File: src/rtl/bram_snapshot_writer_pkg.sv
// Shared types and helpers for the BRAM snapshot writer: FSM state encoding
// and the capture-length mapping (a programmed length of 0 means full depth).
package bram_snapshot_writer_pkg;

    typedef enum logic [1:0] {
        ST_IDLE    = 2'd0,
        ST_ARMED   = 2'd1,
        ST_CAPTURE = 2'd2,
        ST_DONE    = 2'd3
    } state_e;

    // Widest BRAM address supported by len_eff; the length needs one extra bit.
    localparam int unsigned MAX_ADDR_WIDTH = 16;
    localparam int unsigned LEN_W          = MAX_ADDR_WIDTH + 1;

    // Effective window length: 0 selects the whole buffer (2**addr_width).
    function automatic logic [LEN_W-1:0] len_eff(input logic [LEN_W-1:0] len,
                                                 input int unsigned     addr_width);
        if (len == '0) begin
            return LEN_W'(1) << addr_width;
        end
        return len;
    endfunction

endpackage

File: src/rtl/bram_snapshot_writer.sv
// Trigger-centred capture engine writing a sample stream into a circular BRAM
// buffer. Keeps a programmable number of pre-trigger samples and reports where
// the window starts and where the trigger sample landed.
module bram_snapshot_writer
    import bram_snapshot_writer_pkg::*;
#(
    parameter int unsigned DATA_WIDTH = 32,
    parameter int unsigned ADDR_WIDTH = 10
) (
    input  logic                  fpga_clk,
    input  logic                  rst,
    input  logic [DATA_WIDTH-1:0] din,
    input  logic                  din_valid,
    input  logic                  arm,
    input  logic                  abort,
    input  logic                  trigger,
    input  logic [ADDR_WIDTH-1:0] capture_len,
    input  logic [ADDR_WIDTH-1:0] pretrig,
    output logic [ADDR_WIDTH-1:0] bram_addr,
    output logic [DATA_WIDTH-1:0] bram_din,
    output logic                  bram_we,
    output logic                  armed,
    output logic                  busy,
    output logic                  done,
    output logic [ADDR_WIDTH-1:0] trig_addr,
    output logic [ADDR_WIDTH-1:0] start_addr
);

    state_e                state_q, state_d;
    logic [ADDR_WIDTH-1:0] wptr_q, wptr_d;
    logic [ADDR_WIDTH-1:0] pcnt_q, pcnt_d;
    logic [ADDR_WIDTH-1:0] p_q, p_d;
    logic [ADDR_WIDTH:0]   len_q, len_d;
    logic [ADDR_WIDTH:0]   post_q, post_d;

    logic [ADDR_WIDTH-1:0] bram_addr_q, bram_addr_d;
    logic [DATA_WIDTH-1:0] bram_din_q, bram_din_d;
    logic                  bram_we_q, bram_we_d;
    logic                  armed_q, armed_d;
    logic                  busy_q, busy_d;
    logic                  done_q, done_d;
    logic [ADDR_WIDTH-1:0] trig_addr_q, trig_addr_d;
    logic [ADDR_WIDTH-1:0] start_addr_q, start_addr_d;

    logic [ADDR_WIDTH:0]   len_arm;
    logic [ADDR_WIDTH:0]   len_arm_m1;
    logic [ADDR_WIDTH:0]   pretrig_wide;
    logic [ADDR_WIDTH-1:0] p_arm;
    logic [ADDR_WIDTH:0]   post_trig;
    logic                  accept;

    // Arm-time parameters: effective length and pre-trigger depth clamped to L-1.
    always_comb begin
        len_arm      = (ADDR_WIDTH+1)'(len_eff(LEN_W'(capture_len), ADDR_WIDTH));
        len_arm_m1   = len_arm - (ADDR_WIDTH+1)'(1);
        pretrig_wide = {1'b0, pretrig};
        p_arm        = (pretrig_wide > len_arm_m1) ? len_arm_m1[ADDR_WIDTH-1:0] : pretrig;
        post_trig    = len_q - {1'b0, p_q} - (ADDR_WIDTH+1)'(1);
        accept       = (state_q == ST_ARMED) && din_valid && trigger && (pcnt_q == p_q);
    end

    // Next-state, counter and registered-output logic; abort overrides everything.
    always_comb begin
        state_d      = state_q;
        wptr_d       = wptr_q;
        pcnt_d       = pcnt_q;
        p_d          = p_q;
        len_d        = len_q;
        post_d       = post_q;
        bram_addr_d  = bram_addr_q;
        bram_din_d   = bram_din_q;
        bram_we_d    = 1'b0;
        trig_addr_d  = trig_addr_q;
        start_addr_d = start_addr_q;

        if (abort) begin
            state_d = ST_IDLE;
        end else begin
            unique case (state_q)
                ST_IDLE, ST_DONE: begin
                    if (arm) begin
                        state_d = ST_ARMED;
                        len_d   = len_arm;
                        p_d     = p_arm;
                        wptr_d  = '0;
                        pcnt_d  = '0;
                    end
                end
                ST_ARMED: begin
                    if (din_valid) begin
                        bram_we_d   = 1'b1;
                        bram_addr_d = wptr_q;
                        bram_din_d  = din;
                        wptr_d      = wptr_q + ADDR_WIDTH'(1);
                        if (accept) begin
                            trig_addr_d  = wptr_q;
                            start_addr_d = wptr_q - p_q;
                            post_d       = post_trig;
                            state_d      = (post_trig == '0) ? ST_DONE : ST_CAPTURE;
                        end else if (pcnt_q != p_q) begin
                            pcnt_d = pcnt_q + ADDR_WIDTH'(1);
                        end
                    end
                end
                ST_CAPTURE: begin
                    if (din_valid) begin
                        bram_we_d   = 1'b1;
                        bram_addr_d = wptr_q;
                        bram_din_d  = din;
                        wptr_d      = wptr_q + ADDR_WIDTH'(1);
                        post_d      = post_q - (ADDR_WIDTH+1)'(1);
                        if (post_q == (ADDR_WIDTH+1)'(1)) begin
                            state_d = ST_DONE;
                        end
                    end
                end
                default: state_d = ST_IDLE;
            endcase
        end

        // Status flags are decoded from the next state so they line up with
        // the write that causes the transition (done coincides with the last write).
        armed_d = (state_d == ST_ARMED);
        busy_d  = (state_d == ST_ARMED) || (state_d == ST_CAPTURE);
        done_d  = (state_d == ST_DONE);
    end

    // State, counters and output registers with asynchronous active-low reset.
    always_ff @(posedge fpga_clk or negedge rst) begin
        if (!rst) begin
            state_q      <= ST_IDLE;
            wptr_q       <= '0;
            pcnt_q       <= '0;
            p_q          <= '0;
            len_q        <= '0;
            post_q       <= '0;
            bram_addr_q  <= '0;
            bram_din_q   <= '0;
            bram_we_q    <= 1'b0;
            armed_q      <= 1'b0;
            busy_q       <= 1'b0;
            done_q       <= 1'b0;
            trig_addr_q  <= '0;
            start_addr_q <= '0;
        end else begin
            state_q      <= state_d;
            wptr_q       <= wptr_d;
            pcnt_q       <= pcnt_d;
            p_q          <= p_d;
            len_q        <= len_d;
            post_q       <= post_d;
            bram_addr_q  <= bram_addr_d;
            bram_din_q   <= bram_din_d;
            bram_we_q    <= bram_we_d;
            armed_q      <= armed_d;
            busy_q       <= busy_d;
            done_q       <= done_d;
            trig_addr_q  <= trig_addr_d;
            start_addr_q <= start_addr_d;
        end
    end

    assign bram_addr  = bram_addr_q;
    assign bram_din   = bram_din_q;
    assign bram_we    = bram_we_q;
    assign armed      = armed_q;
    assign busy       = busy_q;
    assign done       = done_q;
    assign trig_addr  = trig_addr_q;
    assign start_addr = start_addr_q;

endmodule

File: config.mk
export PLATFORM = sky130hd
export DESIGN_NAME = bram_snapshot_writer
export DESIGN_NICKNAME = d
export VERILOG_FILES = /design/src/rtl/bram_snapshot_writer_pkg.sv /design/src/rtl/bram_snapshot_writer.sv
export SDC_FILE = /design/constraint.sdc
export NUM_CORES = 1
export LEC_CHECK = 0
export ABC_AREA = 0
export CAP_MARGIN = 10
export CELL_PAD_IN_SITES_DETAIL_PLACEMENT = 0
export CELL_PAD_IN_SITES_GLOBAL_PLACEMENT = 1
export CORE_ASPECT_RATIO = 1.2
export CORE_MARGIN = 2
export CORE_UTILIZATION = 41
export CTS_CLUSTER_DIAMETER = 60
export DETAILED_ROUTE_END_ITERATION = 10
export PLACE_DENSITY_LB_ADDON = 0.3
export SYNTH_ARGS = -nofsm -noshare
export SYNTH_HDL_FRONTEND = slang
export SYNTH_SLANG_ARGS = --single-unit
File: constraint.sdc
create_clock -name fpga_clk -period 4.03 [get_ports fpga_clk]
set_input_delay 0.806 -clock fpga_clk [delete_from_list [all_inputs] [get_ports fpga_clk]]
set_output_delay 0.806 -clock fpga_clk [all_outputs]
set_load 0.02 [all_outputs]
# Yosys cells after proc, flatten, opt, wreduce, memory -nomap -nowiden
# Index checks and enable logic that the tools add are counted.
[totals]
register_bits = 120
out_inout_bits = 66
inputBits = 58
wordCells = 82
[classes]
n_addsub = 7
reduce_logical = 17
order_cmp = 1
mux = 26
bitwise_logic = 1
n_eq_ne = 16
[ops]
columns = ["cell", "count"]
rows = [
  ["10-bit two-way mux", 6],
  ["11-bit two-way mux", 5],
  ["10-bit case mux with 2 select lines", 2],
  ["11-bit by 1-bit subtractor with 11-bit output, second input constant", 3],
  ["11-bit case mux with 2 select lines", 1],
  ["10-bit by 1-bit adder with 10-bit output, second input constant", 2],
  ["2-bit two-way mux", 6],
  ["11-bit by 1-bit equality test with 1-bit output, second input constant", 1],
  ["10-bit by 11-bit > comparator with 1-bit output", 1],
  ["11-bit zero test", 1],
  ["11-bit by 10-bit subtractor with 11-bit output", 1],
  ["10-bit equality test", 1],
  ["10-bit zero test", 1],
  ["10-bit inequality test", 1],
  ["2-bit inequality test, second input constant", 5],
  ["10-bit subtractor", 1],
  ["3-bit AND reduction", 3],
  ["2-bit equality test, second input constant", 4],
  ["2-bit case mux with 3 select lines", 1],
  ["6-bit AND reduction", 1],
  ["1-bit two-way mux", 5],
  ["5-bit AND reduction", 1],
  ["2-bit by 1-bit equality test with 1-bit output, second input constant", 2],
  ["2-bit by 1-bit inequality test with 1-bit output, second input constant", 2],
  ["7 further kinds", 11],
]

# Logic depth before layout (Yosys ltp)
# Gate-level depths: netlist of run 1.
[depth]
depth_word = 10
mapped_depth = 16
ltp_nobuf = 15

# Worst setup path before layout of run 1
# Ideal clock, no wire load.
[synth_timing]
kind = "input port to flip-flop"
from = "in capture_len[5]"
to = "reg p_q[5]"
path_buffers = 1
required_ns = 3.904
setup_slack_ns = 0.432
setup_ns = 0.126
arrival_time_ns = 3.472
stages = 12
cell_sequence = "or4_1 > or2_2 > or3_1 > xor2_1 > ha_1 > nand2_1 > a21oi_1 > o21ai_0 > a21oi_1 > o221ai_1 > clkbuf_1 > a311o_1"
[synth_via]
elab_chain_cells = 6
[synth_lines]
columns = ["item", "line", "rtl"]
rows = [
  ["start: declaration", "bram_snapshot_writer.sv:17", "input logic [ADDR_WIDTH-1:0] capture_len,"],
  ["10-bit zero test", "bram_snapshot_writer_pkg.sv:19", "if (len == '0) begin"],
  ["1-bit two-way mux", "bram_snapshot_writer_pkg.sv:19", ""],
  ["11-bit two-way mux *", "bram_snapshot_writer_pkg.sv:22", "return len;"],
  ["11-bit by 1-bit subtractor with 11-bit output *", "bram_snapshot_writer.sv:55", "len_arm_m1 = len_arm - (ADDR_WIDTH+1)'(1);"],
  ["10-bit by 11-bit > comparator with 1-bit output", "bram_snapshot_writer.sv:57", "p_arm = (pretrig_wide > len_arm_m1) ? len_arm_m1[ADDR_WIDTH-1:0] : pretrig;"],
  ["10-bit two-way mux *", "bram_snapshot_writer.sv:57", ""],
  ["end signal: assignment", "bram_snapshot_writer.sv:149", "p_q <= p_d;"],
  ["end: declaration", "bram_snapshot_writer.sv:32", "logic [ADDR_WIDTH-1:0] p_q, p_d;"],
]
# Mark *: on every way between the ends. The rest lies on a longest branch, timed or not.
# A chain may end at the register's enable or synchronous reset.

# Worst setup path in the final report of run 1
# Ends and elaborated chain as after synthesis.

==> results.md, run 1 <==
- Slew Viols, Final: 0
- Kind of critical path: in2reg
- Area Overhead vs Synth: 33.8%
- Post-synth top cells: 120 x dfrtp_1, 61 x mux2_2, 58 x nand2_1
- Final Setup Violations: 0
- TNS Setup: 0 ps
- CP peak stage delay: 580 ps
- Clock slew at the register clock pins of the worst setup and hold paths: 60 ps
- Overall power: 4410 µW
- First-pass DRT Iterations: 5
- RSZ-0062 raised after global routing: false
- Port Buffer Count: 123
- Inserted Diodes: 0
- # rows: 50
- Power Dens Cells: 506 nW/µm²
- GRT Residual Overflow: 0
- Drt drc: 0
- Max frequency: 0.265 GHz
- Ys Warns: 0
- CTS buffer count: 17
- Root buffer cell: clkbuf_16
- LEAKAGE: 0.00384 µW
- Starting Density: 0.418
- WL final: 15,600 µm
- EDFF count, synth: 0
- Die Y: 142 µm
- Async S/R FF share, synth: 1.00
- Synth Net Count: 725
- Netlist cell types: 63
- Share of cells above drive strength 1: 0.164
- WHS: 418 ps
- Largest cells by area after synthesis: dfrtp_1 46%, mux2_2 11%, ha_1 7.5%, nand2_1 3.3%, xnor2_1 3.2%
- Die width: 119 µm
- DR vias/cell: 5.18
- Io pins: 124
- Count leader, synth: dfrtp_1
- Overall routing resource usage: 0.191
- Post-CTS setup buffer count: 0
- Outcome: completed
- First-pass GRT wire length: 25,600 µm
- Cell taking the most area after synthesis: dfrtp_1
- Minimum clock period after layout: 3770 ps
- Per-cell routed wire length: 15.8 µm
- Fin crit share: 0.936
- Deepest clock path buffer count: 2
- Worst Tran Pin Value: 848 ps
- Largest net degree at the start of global routing: 68
- Sequential area share after synthesis: 0.461
- Dpl cell area: 8100 µm²
- Synthesized area: 6510 µm²
- Peak fanout along the critical path: 9
- CTS tree: built
- Insertion delay to the later sink of the worst-skew pair: 420 ps
- Gp weighted congestion: 0.902
- Clk sinks: 120
- Final Cell Area: 8710 µm²
- Final hold vios: 0
- Layout Nets: 866
- Max cap viols: 0
- CP Launch Type: input port
- Cells after Synth: 626
- Mapped Avg Cell Area: 10.4 µm²
- Crit path top cell by count: buf_4
- Worst EP arrival: 4070 ps
- Relative slew slack: 0.433
- Number of global-route vias before repair: 5,022
- Hpwl dp: 11,600 µm
- Peak supply drop: 0.292 mV
- Ys flop type: dfrtp_1
- Yosys reg bits: 120
- Max Clock Skew: 8.29 ps
- DRT iter0 DRCs: 232
- Die Area: 16,900 µm²
- H-tree levels: 4
- CP required: 4330 ps
- Core ar.: 15,600 µm²
- Crit path capture type: register
- Slowest cell on the critical path: or4_1
- Worst hold path type: in2async
- Worst setup margin: 258 ps
- Synth top area share: 0.461
- Via count: 5,122
- Initial antenna violation count: 0
- Routed Antenna Nets: 0
- Crit path cell chain: clkdlybuf4s50_1 -> or4_1 -> or2_2 -> buf_4 -> xor2_1 -> ha_1 -> a211o_1 -> o21ai_0 -> a21oi_1 -> o221ai_1 -> buf_4 -> nor3_1 -> a311o_1
- DP Worst Slack: -156 ps
## per-layer routing
metal,global-route usage,share of wire,vias up
li1,-,-,2509
met1,0.241,0.45,2455
met2,0.316,0.49,135
met3,0.0473,0.044,23
met4,0.0802,0.022,0
met5,0,0,-
## sequential cells by signal, summed over array words and instances (netlist names)
name and flops:
armed 1, bram_addr 10, bram_din 32, bram_we 1
busy 1, done 1, len_q 11, p_q 10
pcnt_q 10, post_q 11, start_addr 10, state_q 2
trig_addr 10, wptr_q 10
## area by class of cell
cell class                      count  area (µm²)
Clock inverter                     13         144
Inverter                           29         109
Multi-Input combinational cell    453        3320
Tap cell                          208         260
Fill cell                        1319        6870
Sequential cell                   120        3000
Timing Repair Buffer              146        1410
Clock buffer                       19         453
## cells in the final DEF, fill, tap and decap left out, drive strengths merged, types with 15 or more instances in the layout
master         count
clkdlybuf4s50    122
dfrtp            120
nand3             21
or3               15
buf               24
nor2              38
nand2             58
xnor2             24
mux2              61
xor2              18
ha                39
a21oi             24
inv               32
o21ai             33
clkbuf            19
nor3              17
## what timing repair did
item | 4_1_cts | 5_1_grt
hold buffers | 0 | 0
resized for setup | 0 | 1
endpoints found under the setup margin | 0 | 3
## through the flow
step,instances,util
final,988,0.559
after global routing,988,0.559
after CTS,988,0.559
after detailed placement,956,0.520
after global placement,956,0.520
after floorplan,626,-
## cell families (layout without fill, tap and decap cells)
kind of cell	after synthesis	after routing	synth area share
and+or+nand+nor	196	196	0.148
DFF	120	120	0.461
AOI/OAI and AO/OA	107	107	0.108
muxes	67	67	0.115
buffers and inverters	53	207	0.0309
xor gates and xnor gates	42	42	0.0565
adders and majority gates	41	41	0.0811
## power breakdown
part | leakage [µW] | total [µW] | internal, µW | switching, µW
combinational | 0.00201 | 1380 | 669 | 711
clock | 0.000282 | 1510 | 946 | 560
sequential | 0.00154 | 1520 | 1390 | 130
total | 0.00384 | 4410 | 3000 | 1400
## final timing paths
kind	slack, ps	end	from	cells after the start
worst max-delay path	260	p_q[5]$_DFFE_PN0P_	capture_len[5]	13
worst min-delay path	420	bram_din[20]$_DFFE_PN0P_	rst	1
worst max register to register	430	busy$_DFF_PN0_	p_q[0]$_DFFE_PN0P_	13
worst min register to register	480	len_q[2]$_DFFE_PN0P_	len_q[2]$_DFFE_PN0P_	2
max in group asynchronous	2780	pcnt_q[1]$_DFFE_PN0P_	rst	2
min in group fpga_clk	480	len_q[2]$_DFFE_PN0P_	len_q[2]$_DFFE_PN0P_	2
## critical path: cells and delay by family
family | cells | cell delay, ps
compound gates | 5 | 1030
xor+xnor | 1 | 200
buf+inv | 3 | 760
simple gates | 3 | 950
fa+ha+maj | 1 | 300
No activity file was read; power rests on OpenSTA's default activity.
==> run 2, diff against run 1 <==
SKIP_CTS_REPAIR_TIMING = 1   (was not set)
==> results of run 2 <==
No change in the layout: final DEF, timing and power equal those of run 1.
